===== src/rtl/bus_sync_pkg.sv =====
// Shared types and constants for the multi-bit quasi-static bus crossing.
// Used by the source-side launcher and the destination-side sampler.
package bus_sync_pkg;

    typedef enum logic [1:0] {
        ST_IDLE      = 2'd0,
        ST_HOLD      = 2'd1,
        ST_WAIT_ECHO = 2'd2
    } bus_launch_state_t;

    // Consecutive equal samples the receiver needs before it trusts the bus.
    localparam int BUS_SYNC_MIN_EQ_SAMPLES = 2;

endpackage


===== src/rtl/bus_launch_a_if.sv =====
// Word handshake into the launcher plus the registered crossing bus it drives.
// Signal names follow the launcher's point of view (i_* into it, o_* out of it).
interface bus_launch_a_if #(
    parameter int BUS_WIDTH = 1
);
    logic [BUS_WIDTH-1:0] i_data;
    logic                 i_valid;
    logic                 o_ready;
    logic [BUS_WIDTH-1:0] o_data_a;
    logic                 o_busy;

    modport master (
        output i_data,
        output i_valid,
        input  o_ready,
        input  o_data_a,
        input  o_busy
    );

    modport slave (
        input  i_data,
        input  i_valid,
        output o_ready,
        output o_data_a,
        output o_busy
    );
endinterface


===== src/rtl/cov_core_bits_sync.sv =====
// Plain DEPTH-stage retiming chain for an asynchronous multi-bit input.
// Latency DEPTH cycles; no backpressure, samples every cycle.
module cov_core_bits_sync #(
    parameter int WIDTH = 1,
    parameter int DEPTH = 2
) (
    input  logic             i_clk,
    input  logic             i_rst_n,
    input  logic [WIDTH-1:0] i_bits,
    output logic [WIDTH-1:0] o_bits
);
    logic [DEPTH-1:0][WIDTH-1:0] sync_q;
    logic [DEPTH-1:0][WIDTH-1:0] sync_d;

    always_comb begin
        sync_d    = sync_q;
        sync_d[0] = i_bits;
        for (int i = 1; i < DEPTH; i++) begin
            sync_d[i] = sync_q[i-1];
        end
    end

    always_ff @(posedge i_clk) begin
        if (!i_rst_n) begin
            sync_q <= '0;
        end else begin
            sync_q <= sync_d;
        end
    end

    assign o_bits = sync_q[DEPTH-1];
endmodule


===== src/rtl/bus_launch_a.sv =====
// Launches a word onto the quasi-static crossing bus and holds it HOLD_CYCLES; o_ready low N..N+HOLD_CYCLES.
// BUS_LAUNCH_ECHO_EN adds i_echo_b: release additionally waits for two consecutive retimed echo matches.
module bus_launch_a
    import bus_sync_pkg::*;
#(
    parameter int BUS_WIDTH   = 1,
    parameter int NUM_RETIME  = 2,
    parameter int HOLD_CYCLES = 8
) (
    input  logic                 i_clk_a,
    input  logic                 i_rst_a_n,
`ifdef BUS_LAUNCH_ECHO_EN
    input  logic [BUS_WIDTH-1:0] i_echo_b,
`endif
    bus_launch_a_if.slave        bus
);
    localparam int CNT_W = $clog2(HOLD_CYCLES + 1);
    localparam logic [CNT_W-1:0] CNT_LAST = CNT_W'(HOLD_CYCLES - 1);

    generate
        if (HOLD_CYCLES < NUM_RETIME + BUS_SYNC_MIN_EQ_SAMPLES) begin : g_bad_hold
            $error("bus_launch_a: HOLD_CYCLES must be >= NUM_RETIME+2");
        end
    endgenerate

    bus_launch_state_t    state_q, state_d;
    logic [CNT_W-1:0]     cnt_q, cnt_d;
    logic [BUS_WIDTH-1:0] data_q, data_d;
    logic                 rdy_q, rdy_d;
    logic                 busy_q, busy_d;
    logic                 xfer;

`ifdef BUS_LAUNCH_ECHO_EN
    logic [BUS_WIDTH-1:0] echo_sync;
    logic                 match_q, match_d;
    logic                 prev_q, prev_d;

    cov_core_bits_sync #(
        .WIDTH (BUS_WIDTH),
        .DEPTH (NUM_RETIME)
    ) u_echo_sync (
        .i_clk   (i_clk_a),
        .i_rst_n (i_rst_a_n),
        .i_bits  (i_echo_b),
        .o_bits  (echo_sync)
    );

    // prev_q only accumulates while waiting, so stale matches from an older word never count.
    always_comb begin
        match_d = (echo_sync == data_q);
        prev_d  = (state_q == ST_WAIT_ECHO) ? match_q : 1'b0;
    end
`endif

    always_comb begin
        state_d = state_q;
        cnt_d   = cnt_q;
        data_d  = data_q;
        xfer    = bus.i_valid && rdy_q;
        case (state_q)
            ST_IDLE: begin
                if (xfer) begin
                    data_d  = bus.i_data;
                    cnt_d   = '0;
                    state_d = ST_HOLD;
                end
            end
            ST_HOLD: begin
                if (cnt_q == CNT_LAST) begin
`ifdef BUS_LAUNCH_ECHO_EN
                    state_d = ST_WAIT_ECHO;
`else
                    state_d = ST_IDLE;
`endif
                end else begin
                    cnt_d = cnt_q + 1'b1;
                end
            end
`ifdef BUS_LAUNCH_ECHO_EN
            ST_WAIT_ECHO: begin
                if (match_q && prev_q) begin
                    state_d = ST_IDLE;
                end
            end
`endif
            default: state_d = ST_IDLE;
        endcase
        // Ready is registered from next state so it never depends on i_valid combinationally.
        rdy_d  = (state_d == ST_IDLE);
        busy_d = !rdy_d;
    end

    always_ff @(posedge i_clk_a) begin
        if (!i_rst_a_n) begin
            state_q <= ST_IDLE;
            cnt_q   <= '0;
            data_q  <= '0;
            rdy_q   <= 1'b0;
            busy_q  <= 1'b0;
`ifdef BUS_LAUNCH_ECHO_EN
            match_q <= 1'b0;
            prev_q  <= 1'b0;
`endif
        end else begin
            state_q <= state_d;
            cnt_q   <= cnt_d;
            data_q  <= data_d;
            rdy_q   <= rdy_d;
            busy_q  <= busy_d;
`ifdef BUS_LAUNCH_ECHO_EN
            match_q <= match_d;
            prev_q  <= prev_d;
`endif
        end
    end

    assign bus.o_ready  = rdy_q;
    assign bus.o_data_a = data_q;
    assign bus.o_busy   = busy_q;
endmodule


===== src/flat_wrapper.sv =====
// flat-port wrapper written by rule: the top's interface ports become plain ports
module bus_launch_a_flat import bus_sync_pkg::*;
#(
    parameter int BUS_WIDTH   = 1,
    parameter int NUM_RETIME  = 2,
    parameter int HOLD_CYCLES = 8
)
  (i_clk_a, i_rst_a_n, bus_i_data, bus_i_valid, bus_o_ready, bus_o_data_a, bus_o_busy);
  bus_launch_a_if #(.BUS_WIDTH(BUS_WIDTH)) bus_i ();
  input  logic i_clk_a;
  input  logic i_rst_a_n;
  input wire logic [$bits(bus_i.i_data)-1:0] bus_i_data;
  input wire logic [$bits(bus_i.i_valid)-1:0] bus_i_valid;
  output wire logic [$bits(bus_i.o_ready)-1:0] bus_o_ready;
  output wire logic [$bits(bus_i.o_data_a)-1:0] bus_o_data_a;
  output wire logic [$bits(bus_i.o_busy)-1:0] bus_o_busy;
  assign bus_i.i_data = bus_i_data;
  assign bus_i.i_valid = bus_i_valid;
  assign bus_o_ready = bus_i.o_ready;
  assign bus_o_data_a = bus_i.o_data_a;
  assign bus_o_busy = bus_i.o_busy;
  bus_launch_a #(.BUS_WIDTH(BUS_WIDTH), .NUM_RETIME(NUM_RETIME), .HOLD_CYCLES(HOLD_CYCLES)) u_core (.i_clk_a(i_clk_a), .i_rst_a_n(i_rst_a_n), .bus(bus_i));
endmodule

===== config.mk =====
export PLATFORM = sky130hd
export DESIGN_NAME = bus_launch_a_flat
export DESIGN_NICKNAME = d
export VERILOG_FILES = /design/src/rtl/bus_sync_pkg.sv /design/src/rtl/bus_launch_a_if.sv /design/src/rtl/cov_core_bits_sync.sv /design/src/rtl/bus_launch_a.sv /design/src/flat_wrapper.sv
export SDC_FILE = /design/constraint.sdc
export NUM_CORES = 1
export LEC_CHECK = 0
export ABC_AREA = 1
export CAP_MARGIN = 20
export CORE_AREA = 2 2 39 41
export CTS_CLUSTER_SIZE = 40
export DETAILED_ROUTE_END_ITERATION = 12
export DIE_AREA = 0 0 41 43
export GPL_TIMING_DRIVEN = 0
export HOLD_SLACK_MARGIN = 0.02
export SLEW_MARGIN = 20
export SYNTH_ARGS = -nofsm -noshare
export SYNTH_HDL_FRONTEND = slang
export SYNTH_SLANG_ARGS = --single-unit

===== constraint.sdc =====
create_clock -name i_clk_a -period 3.55 [get_ports i_clk_a]
set_clock_uncertainty 0.2 [all_clocks]
set_input_delay 0.71 -clock i_clk_a [delete_from_list [all_inputs] [get_ports i_clk_a]]
set_output_delay 0.71 -clock i_clk_a [all_outputs]
set_load 0.02 [all_outputs]

Word level (Yosys, flattened, before mapping)
Cells that the tools add are included.
{ "word_totals": {"reg_bits": 9, "input_bits": 4, "out_inout_bits": 3, "wordCells": 23} }
{ "op_classes": {"addsub": 1, "eq_ne": 4, "n_mux": 6, "n_reduce_logical": 7} }
{ "op_table": {"columns": ["op", "count"], "rows": [
  ["$mux 4", 2],
  ["$pmux 4 s2", 1],
  ["$add 4x1->4 const B", 1],
  ["$eq 4x3->1 const B", 1],
  ["$logic_not 2->1", 2],
  ["$mux 2", 2],
  ["$pmux 2 s2", 1],
  ["$reduce_and 3->1", 1],
  ["$eq 2x1->1 const B", 1],
  ["$ne 2x1->1 const B", 1],
  ["$ne 2x2->1 const B", 1],
  ["$reduce_and 2->1", 1],
  ["$reduce_bool 2->1", 1],
  ["$logic_and 1x1->1", 1],
  ["$logic_not 1->1", 1]
]} }

Depth between registers and ports, before layout
Gate-level depths: netlist (run 1).
{ "logic_depth": {"depth_word": 5, "depth_mapped": 7, "ltp_nobuf": 7} }

Least setup slack after synthesis (run 1)
No wires, ideal clock.
{ "synth_timing": {"path_kind": "input port to flip-flop", "from": "input bus_i_valid", "to": "register u_core.cnt_q[0]", "setup_ps": 112, "arrival_ps": 1128, "t_required_ps": 3238, "path_slack_ps": 2110, "cell_stages": 7, "path_buffers": 0, "path_cell_list": "nand2_1 inv_1 nand2_2 nand3_4 nor2_4 nand2_1 nand2_1"} }
{ "synth_between": {"elab_chain_cells": 3} }
{ "synth_rtl": {"columns": ["element", "line", "text"], "rows": [
  ["start, declared", "flat_wrapper.sv:13", "input wire logic [$bits(bus_i.i_valid)-1:0] bus_i_valid;"],
  ["$logic_and 1x1->1", "bus_launch_a.sv:59", "xfer = bus.i_valid && rdy_q;"],
  ["$ne 2x1->1 (no line)", null, null],
  ["$reduce_and 3->1 (no line)", null, null],
  ["end signal, assigned", "bus_launch_a.sv:106", "cnt_q <= cnt_d;"],
  ["end, declared", "bus_launch_a.sv:27", "logic [CNT_W-1:0] cnt_q, cnt_d;"]
]} }
No other way between the ends.
A chain may end at the register's enable or synchronous reset.

Final worst setup path (run 1)
{ "layout_timing": {"from": "register u_core.data_q, in the netlist u_core.bus.o_data_a", "to": "output bus_o_data_a"} }
{ "layout_lines": {"columns": ["element", "line", "text"], "rows": [
  ["start, declared", "bus_launch_a.sv:28", "logic [BUS_WIDTH-1:0] data_q, data_d;"],
  ["start signal, assigned", "bus_launch_a.sv:107", "data_q <= data_d;"],
  ["end, declared", "flat_wrapper.sv:15", "output wire logic [$bits(bus_i.o_data_a)-1:0] bus_o_data_a;"]
]} }
No word-level cell between the ends.

==> results of run 1 <==
-- report_power, final --
| group | internal, mW | switching (mW) | total [mW] | leakage [nW] |
|---|---|---|---|---|
| combinational | 0.00898 | 0.0109 | 0.0199 | 0.146 |
| sequential | 0.104 | 0.00253 | 0.106 | 0.0735 |
| clock | 0.0432 | 0.0341 | 0.0773 | 0.0150 |
| total | 0.156 | 0.0476 | 0.204 | 0.234 |
-- registers in the layout, indices dropped and copies added (netlist names) --
name                 flops
u_core.bus.o_busy        1
u_core.bus.o_data_a      1
u_core.cnt_q             4
u_core.state_q           2
u_core.bus.o_ready       1
-- metal layers --
layer | GRT usage (%) | wire length [um] | vias to the layer above
met1 | 14.0 | 352 | 147
met2 | 14.7 | 378 | 8
met4 | 6.00 | 0 | 0
met5 | 0 | 0 | -
met3 | 6.28 | 24 | 0
li1 | - | - | 186
-- cells by family after synthesis --
family	count (synthesis)	share of synthesized area, %
AND/OR/NAND/NOR	30	42.7
buffers and inverters	7	6.23
AO/OA/AOI/OAI	3	4.45
flip-flops	9	42.7
other	1	0.889
adder cells (fa/ha/maj)	1	2.97
-- area by class of cell --
type	count	area, um^2
well taps	16	20.0
repair buffers	6	60.1
flip-flops and latches	9	180
inverters	7	26.3
multi-input cells	35	215
fillers	144	856
clock buffers	4	26.3
-- cells in the final DEF, fill, tap and decap left out, types with 2 or more instances in the layout --
master,netlist,final
clkdlybuf4s50_1,0,6
nand2_2,3,3
nand4_1,2,2
nor2_4,2,2
a21oi_1,2,2
inv_1,6,6
dfxtp_1,9,9
nand3_1,8,8
clkbuf_4,0,3
nand2_1,9,9
-- final timing paths --
kind | startpoint | end
min reg2reg | u_core.bus.o_data_a | u_core.bus.o_data_a
max reg2reg | u_core.cnt_q[0] | u_core.cnt_q[0]
max | u_core.bus.o_data_a | bus_o_data_a
min | u_core.bus.o_data_a | u_core.bus.o_data_a
==> results.py, run 1 <==
metrics = {
    "finish": {
        "nets": 67,
        "syn_to_final_growth_pct": 25.2,
        "final_area_um2": 528,
        "drive_above_1_share_pct": 23.0,
        "final_cells": 77,
        "diodes": 0,
        "final_util_pct": 38.2,
    },
    "critical_path": {
        "path_max_fanout": 2,
        "path_class": "reg2out",
        "critPathTopFamily": "buffers and inverters",
        "r2r_cells": 7,
        "cpPeakStageDelay_ns": 0.60,
        "cp.arrival_ns": 1.18,
        "cp_slowest_cell": "clkdlybuf4s50_1",
        "reg2reg_slack_ns": 2.16,
        "crit_chain": "clkdlybuf4s50_1",
        "setup.worst_path.end_class": "output port",
        "startpoint_type": "flip-flop",
        "critPathRequiredTime_ns": 2.64,
        "path_buf_inv": 1,
        "cp.depth": 1,
    },
    "route": {
        "drt_iter0_drc": 10,
        "detail_route.vias_per_cell": 4.43,
        "wire_per_inst_um": 9.81,
        "drc_errors": 0,
        "dr.pass1.iters": 4,
        "ant_nets": 0,
        "dr_total_vias": 341,
        "wl_um": 755,
    },
    "clock_network": {
        "h-tree-depth": 1,
        "post_cts_buffers": 0,
        "ctsResizeCount": 0,
        "worstSkewPairLatency_ns": 0.26,
        "clkTransAtPathRegs_ns": 0.06,
        "clockBufferDepth": 2,
        "cts_buffers": 3,
        "holdBufCountCts": 0,
        "cts-root-buf": "clkbuf_4",
        "tritoncts": "yes",
        "clkSinkCount": 9,
    },
    "place": {
        "gp_congestion": 0.671,
        "io_buffers": 6,
        "dp.cells": 73,
        "pre_cts_ws_ns": 1.59,
        "dp_hpwl_um": 607,
        "dpl_cell_area_um2": 502,
    },
    "synthesis": {
        "synth.area.top_cells": "dfxtp_1 (43%), nand3_1 (9.5%), nand2_1 (8.0%), inv_1 (5.3%), nor2_4 (5.3%)",
        "ys.flop_type": "dfxtp_1",
        "synth_seq_cells": 9,
        "synth_nets": 56,
        "synth.yosys.seq_area_share_pct": 42.7,
        "yosysUniqueCellTypes": 18,
        "synth_top_area_share_pct": 42.7,
        "yosys.area.top_type": "dfxtp_1",
        "syn_area_per_cell_um2": 8.27,
        "synthCells": 51,
        "syn_area_um2": 422,
        "synthArstFlopShare_pct": 0,
        "synth_common_cells": "dfxtp_1 (9), nand2_1 (9), nand3_1 (8)",
        "yosys_warnings": 0,
        "synth-edff-count": 0,
    },
    "worst_hold_path": {
        "hold_path_class": "reg2reg",
        "worstHoldPathCells": 2,
    },
    "pwr": {
        "p_per_area_nw_per_um2": 386,
        "p_leak_nw": 0.234,
        "irDropWorstVdd_uv": 172,
        "total_power_uw": 204,
    },
    "timing": {
        "post-route-min-period_ns": 2.09,
        "drv_slew": 0,
        "period_share_pct": 59.0,
        "finalHoldViolations": 0,
        "setup_viol": 0,
        "hold_slack_ns": 0.271,
        "rsz0062_at_grt": "no",
        "fmax_mhz": 477,
        "setup_ws_ns": 1.46,
        "setup_tns_ns": 0,
    },
    "global_route": {
        "grt_pass1_wl_um": 1280,
        "antenna_found_initial": 0,
        "grt.overflow.total": 0,
        "grt_pass1_vias": 312,
        "grtUsageTotal_pct": 11.2,
        "grt_max_degree": 7,
    },
    "floorplanning": {
        "start_util_pct": 30.5,
        "ios": 7,
        "rows": 14,
        "dieHeight_um": 43,
        "coreArea_um2": 1380,
        "die_area_um2": 1760,
        "fp.dieW_um": 41,
    },
    "flow_run": {
        "drv_cap": 0,
    },
    "run_status": {
        "status": "finished, final reports clean",
    },
}
(Power assumes the default switching activity.)
==> inputs of run 2 (changes only) <==
clock period = 2.2 ns   (was 3.55 ns; I/O delays follow)
==> results of run 2 <==
The final DEF is identical to that of run 1. Status: finished, final reports clean.
Among the figures that moved: setup slack after placement 1.59 ns -> 0.511 ns; setup slack after layout 1.46 ns -> 0.376 ns; register-to-register setup slack 2.16 ns -> 0.81 ns; total power 0.204 mW -> 0.329 mW; worst IR drop on VDD 172 uV -> 278 uV
